`src/rtl/digit_ram_param.sv`:
```
// digit_ram_param: parameterised digit RAM with a sweep-based zero clear and registered reads
module digit_ram_param #(
  parameter int DATA_WIDTH = 4,
  parameter int ADDR_WIDTH = 7,
  parameter int RDW_MODE   = 0
) (
  input  logic                  clk,
  input  logic                  sync_clear,
  input  logic                  clear_req,
  input  logic                  we,
  input  logic [ADDR_WIDTH-1:0] write_addr,
  input  logic [DATA_WIDTH-1:0] data,
  input  logic                  re,
  input  logic [ADDR_WIDTH-1:0] read_addr,
  output logic [DATA_WIDTH-1:0] q,
  output logic                  q_valid,
  output logic                  busy,
  output logic                  clear_done
);
  localparam logic [ADDR_WIDTH-1:0] LAST = '1;
  typedef enum logic {IDLE, CLEAR} state_t;
  state_t state_q, state_d;
  logic [ADDR_WIDTH-1:0] clr_addr_q, clr_addr_d, wr_addr;
  logic [DATA_WIDTH-1:0] q_q, q_d, wr_data;
  logic [DATA_WIDTH-1:0] mem [0:2**ADDR_WIDTH-1];
  logic q_valid_q, q_valid_d, clear_done_q, clear_done_d, wr_en;
  assign busy       = state_q == CLEAR;
  assign q          = q_q;
  assign q_valid    = q_valid_q;
  assign clear_done = clear_done_q;
  // next state, sweep counter, write port selection and read result
  always_comb begin
    state_d      = sync_clear ? CLEAR : busy ? (clr_addr_q == LAST ? IDLE : CLEAR) : (clear_req ? CLEAR : IDLE);
    clr_addr_d   = (sync_clear || !busy) ? '0 : clr_addr_q + 1'b1;
    wr_en        = !sync_clear && (busy || (we && !clear_req));
    wr_addr      = busy ? clr_addr_q : write_addr;
    wr_data      = busy ? '0 : data;
    q_valid_d    = !sync_clear && re;
    q_d          = sync_clear ? '0 : !re ? q_q : busy ? '0 :
                   (RDW_MODE != 0 && wr_en && write_addr == read_addr) ? data : mem[read_addr];
    clear_done_d = !sync_clear && busy && clr_addr_q == LAST;
  end
  // control and read-data registers
  always_ff @(posedge clk) begin
    if (sync_clear) begin
      state_q      <= CLEAR;
      clr_addr_q   <= '0;
      q_q          <= '0;
      q_valid_q    <= 1'b0;
      clear_done_q <= 1'b0;
    end else begin
      state_q      <= state_d;
      clr_addr_q   <= clr_addr_d;
      q_q          <= q_d;
      q_valid_q    <= q_valid_d;
      clear_done_q <= clear_done_d;
    end
  end
  // storage array, zeroed only by the sweep
  always_ff @(posedge clk) begin
    if (wr_en) mem[wr_addr] <= wr_data;
  end
endmodule
```
`config.mk`:
```
export PLATFORM = sky130hd
export DESIGN_NAME = digit_ram_param
export DESIGN_NICKNAME = d
export VERILOG_FILES = /design/src/rtl/digit_ram_param.sv
export SDC_FILE = /design/constraint.sdc
export NUM_CORES = 1
export LEC_CHECK = 0
export CAP_MARGIN = 20
export CORE_AREA = 5 5 228 274
export DETAILED_ROUTE_END_ITERATION = 8
export DIE_AREA = 0 0 233 279
export GPL_ROUTABILITY_DRIVEN = 0
export PLACE_DENSITY = 0.56
export SLEW_MARGIN = 20
export SYNTH_ARGS = -nofsm -noshare
export SYNTH_HDL_FRONTEND = slang
export SYNTH_SLANG_ARGS = --single-unit
```
`constraint.sdc`:
```
create_clock -name clk -period 5.4 [get_ports clk]
set_input_delay 1.35 -clock clk [delete_from_list [all_inputs] [get_ports clk]]
set_output_delay 1.35 -clock clk [all_outputs]
set_load 0.005 [all_outputs]
```
==> flow_summary.toml, run 1 <==
[floorplanning]
rows = 98
coreArea_um2 = 59300
fp.dieW_um = 233
die_height_um = 279
dieArea_um2 = 65000
boundaryPins = 30
start_util_pct = 35.6

[timing]
worst_pin_slew_ps = 1100
rsz0062_at_grt = "no"
clock.fmax_mhz = 281
fin_crit_sh_pct = 65.9
period_minus_slack_ps = 3560
tns_ps = 0
drv_slew = 0
clock_skew_ps = 17.6
max-slew-margin-rel_pct = 25.8
hold_viol = 0
setup_viol = 0

[power]
p_per_area_nw_per_um2 = 339
leakage_uw = 0.00760
peakVddDrop_uv = 263

[logic_synthesis]
async_reset_ff_share_pct = 0
netlist_area_um2 = 21100
avgSynthCellArea_um2 = 18.1
synth_top_area_cell = "edfxtp_1"
syn_inst = 1166
syn_nets = 1190
synth_ff_type = "edfxtp_1"
synth-edff-count = 512
ys_seq_area_share_pct = 74.1
ys_top_cells_by_area = "edfxtp_1 (73%), mux4_2 (11%), mux2i_1 (2.7%)"
ys_types = 52
yosys.area.top_type_share_pct = 72.8
yosys_warnings = 0
ys_seq_elements = 526

[worst_hold_path]
min_path_type = "register to register"
hold_depth = 1
whs_endpoint = "clr_addr_q[0]"
hold_start = "clr_addr_q[0]"

[critical_path]
ff2ff_path_depth = 5
r2r_start = "busy"
required_ps = 5630
start_kind = "primary input"
cp_max_fo = 8
rrSetupSlack_ps = 2100
arrival_ps = 3780
critical_path_class = "primary input to register"
reg2reg_to = "mem[49][2]"
worst_setup_path_end_kind = "register"

[drt]
vias_per_cell = 5.25
wl_mm = 49.8
wl_per_cell_um = 24.2
drt_pass1_iterations = 5
dr_total_vias = 10810
drcViolationCount = 0
antenna_left = 0
first_iter_violations = 740

[run]
maxCapViolCount = 0

[clocking]
post_cts_buffers = 0
cts_buffer_depth = 3
cts_buffers = 49
cts_root_buf = "clkbuf_16"
cts_tree = "done"
cts_resized = 0
clk_pin_slew_worst_paths_ps = 70
clkSinkCount = 526
htreeDepth = 2
hold_buffers = 0
clock_latency_ps = 570

[final_layout]
fin_nets = 1248
syn_to_final_growth_pct = 13.8
final_common_cell = "edfxtp_1"
final_core_utilization_pct = 40.5
final_cell_mix = "edfxtp_1 (512), nor2_1 (145), mux4_2 (107)"
final_layout_size_suffix_gt1_share_pct = 18.4
n_antenna_cell = 0

[place]
io_buffers = 29
dp_hpwl_mm = 32.8

[grt]
grt_pass1_wl_mm = 74.3
grt_pass1_vias = 11368
track_usage_pct = 15.3
grt_max_degree = 84
antenna_found_initial = 0
grt.overflow.total = 0

[run_status]
status = "complete, no violations"
-- state kept, by name, summed over array words and instances, names as in the netlist --
register    count
mem           512
clr_addr_q      7
q               4
busy            1
clear_done      1
q_valid         1
-- worst max path at each step --
stage	slack, ps	endpoint	start	cells past startpoint
after floorplan	110	mem[0][0]	data[0]	1
after global placement	1250	mem[29][0]	write_addr[4]	5
after detailed placement	1220	mem[29][0]	write_addr[4]	5
after CTS	1820	mem[29][3]	write_addr[4]	5
after global routing	1690	mem[29][2]	write_addr[4]	5
final	1840	mem[40][2]	write_addr[3]	5
-- cells in the mapped netlist, drive strengths merged, types with 6 or more instances --
cell type,n
mux2i,57
edfxtp,512
nor2,146
mux4,107
nand2,67
inv,8
o221ai,7
a22oi,19
nand3,32
o21ai,13
nor2b,15
a21oi,17
o22ai,8
nand4,9
clkbuf,26
buf,34
nor3,8
mux2,6
a31oi,6
dfxtp,14
nand2b,6
-- logic make-up after synthesis --
logic type               count (synthesis)  share of synthesized area (%)
AND/OR/NAND/NOR                        301                           6.33
multiplexers                           170                           14.4
AO/OA/AOI/OAI                           94                           3.15
flip-flops                             526                           74.1
adder cells (fa/ha/maj)                  1                         0.0592
buffers and inverters                   69                           1.72
XOR/XNOR                                 5                          0.207
-- final cells by class --
type                       instances  area [um2]
timing repair buffer              67         658
clock buffer                      64        1300
multi-input combinational        571        5140
clock inverter                    24         246
inverter                           9        33.8
sequential                       526       15700
fill                            5393       35300
tap                              800        1000
-- metrics by stage --
stage / power [uW] / worst slack (ps) / cell area [um2] / std cells / hold WS, ps
detailed placement: 4850 / 1220 / 22500 / 1973 / 529
finish: 8150 / 1840 / 24000 / 2061 / 539
floorplan: 4740 / 112 / 21100 / 1166 / 475
CTS: 8220 / 1820 / 24000 / 2061 / 545
global placement: 4860 / 1250 / 22500 / 1973 / 521
global route: 8420 / 1690 / 24000 / 2061 / 584
-- layer usage --
metal / vias to the layer above / GRT usage, % / wire [um]
met5: - / 0 / 0
met4: 0 / 6.18 / 2170
met3: 103 / 1.99 / 2060
met2: 287 / 26.8 / 25900
met1: 5643 / 19.2 / 19700
li1: 4777 / - / -
-- critical path: stages --
cell and delay [ps]:
clkdlybuf4s50_1 490, nand2b_1 70, o21ai_0 850, nand2_1 570, nor2_1 450
-- power by group --
part | internal [uW] | switching (uW)
clock | 1930 | 1450
sequential | 4420 | 4.76
combinational | 148 | 197
No activity file was read; power rests on OpenSTA's default activity.
==> run 2, diff against run 1 <==
clock period = 3.2 ns   (was 5.4 ns; I/O delays follow)
==> run 2 against run 1 <==
Clock skew is 5.8 ps higher. Power grew 74%. Worst setup slack worse by 1600 ps. Count of clock-buffer cells in the layout shrank 1. Critical endpoint is now busy. Highest routed layer unchanged. Sequential share of layout area down 1.9 points. Cell count rose by 3.0%. Sequential cell count unchanged. Worst hold slack got worse by 28 ps.
==> flow_summary.toml, run 2 (same netlist as run 1, synthesis figures left out) <==
[timing]
rsz0062_at_grt = "no"
drv_slew = 0
clock_skew_ps = 23.5
fin_hold_ws_ps = 511
period_minus_slack_ps = 2970
max-slew-margin-rel_pct = 38.9
setup_viol = 0
worst_pin_slew_ps = 915
clock.fmax_mhz = 337
fin_crit_sh_pct = 92.7
hold_viol = 0

[grt]
track_usage_pct = 15.6
antenna_found_initial = 0
grt_max_degree = 129
grt.overflow.total = 0
grt_pass1_vias = 11598
grt_pass1_wl_mm = 75.3

[floorplanning]
die_height_um = 279
coreArea_um2 = 59300
start_util_pct = 35.6
dieArea_um2 = 65000
boundaryPins = 30
rows = 98
fp.dieW_um = 233

[critical_path]
arrival_ps = 2170
cp_max_fo = 27
critical_path_class = "register to primary output"
path_cells = "clkdlybuf4s50_1"
r2r_start = "busy"
rrSetupSlack_ps = 650
path_delay_family = "flip-flops"
start_kind = "register"
worst_setup_path_end_kind = "primary output"
required_ps = 2400
slowest_delay_ps = 920
startpoint = "busy"
cpMaxStageDelayCell = "dfxtp_1"
crit_buf_inv = 1

[drt]
antenna_left = 0
drcViolationCount = 0
dr_total_vias = 11024
wl_mm = 50.5
vias_per_cell = 5.20
drt_pass1_iterations = 5
first_iter_violations = 1162
wl_per_cell_um = 23.8

[clocking]
htreeDepth = 2
cts_buffers = 52
cts_resized = 0
cts_buffer_depth = 3
clk_pin_slew_worst_paths_ps = 60
cts_root_buf = "clkbuf_16"
post_cts_buffers = 0
hold_buffers = 0
clock_latency_ps = 600
cts_tree = "done"
clkSinkCount = 526

[final_layout]
final_cell_mix = "edfxtp_1 (512), nor2_1 (145), mux4_2 (107)"
seq_area_um2 = 15700
top_register = "mem"
syn_to_final_growth_pct = 17.2
final_layout_size_suffix_gt1_share_pct = 22.2
fill_cells = 5327
final_common_cell = "edfxtp_1"
largest_reg_flops = 512
multiInputGateArea_um2 = 5140
n_antenna_cell = 0
final_core_utilization_pct = 41.7
fin_nets = 1307

[run_status]
status = "complete, no violations"

[place]
dp_hpwl_mm = 33.8
io_buffers = 29

[worst_hold_path]
hold_start = "q[1]"
min_path_type = "register to register"

[power]
leakage_uw = 0.00801
p_per_area_nw_per_um2 = 572
peakVddDrop_uv = 448

[run]
maxCapViolCount = 0
[run 2: final timing paths]
check | endpoint | cells past startpoint
worst max-delay path | busy | 1
worst min-delay path | q[1] | 2
worst max register to register | mem[78][3] | 6
worst min register to register | q[1] | 2
[run 2: area by class of cell]
cell class | instances | share of cell area (%)
Clock buffer | 63 | 5.59
Clock inverter | 30 | 1.23
Inverter | 9 | 0.136
Multi-Input combinational cell | 571 | 20.8
Sequential cell | 526 | 63.2
Tap cell | 800 | 4.04
Timing Repair Buffer | 123 | 5.01
[run 2: per-stage QoR]
| stage | cell area, um2 | setup slack, ps | total power [uW] | TNS [ps] | cells |
|---|---|---|---|---|---|
| floorplan | 21100 | -16.7 | 7990 | -8550 | 1166 |
| global placement | 23100 | 146 | 8260 | 0 | 2029 |
| detailed placement | 23100 | 177 | 8260 | 0 | 2029 |
| CTS | 24800 | 180 | 14300 | 0 | 2122 |
| global route | 24800 | 76.9 | 14600 | 0 | 2122 |
| finish | 24800 | 232 | 14200 | 0 | 2122 |
[run 2: routing by layer]
metal	up-vias	wire, um	track usage, %
li1	4893	-	-
met1	5755	20200	19.9
met2	304	26200	27.3
met3	72	2760	2.72
met4	0	1330	4.76
met5	-	0	0
[run 2: power breakdown]
part / total, uW / switching, uW / internal [uW]
combinational: 642 / 347 / 295
sequential: 7460 / 8.10 / 7450
clock: 6060 / 2510 / 3550
total: 14200 / 2860 / 11300
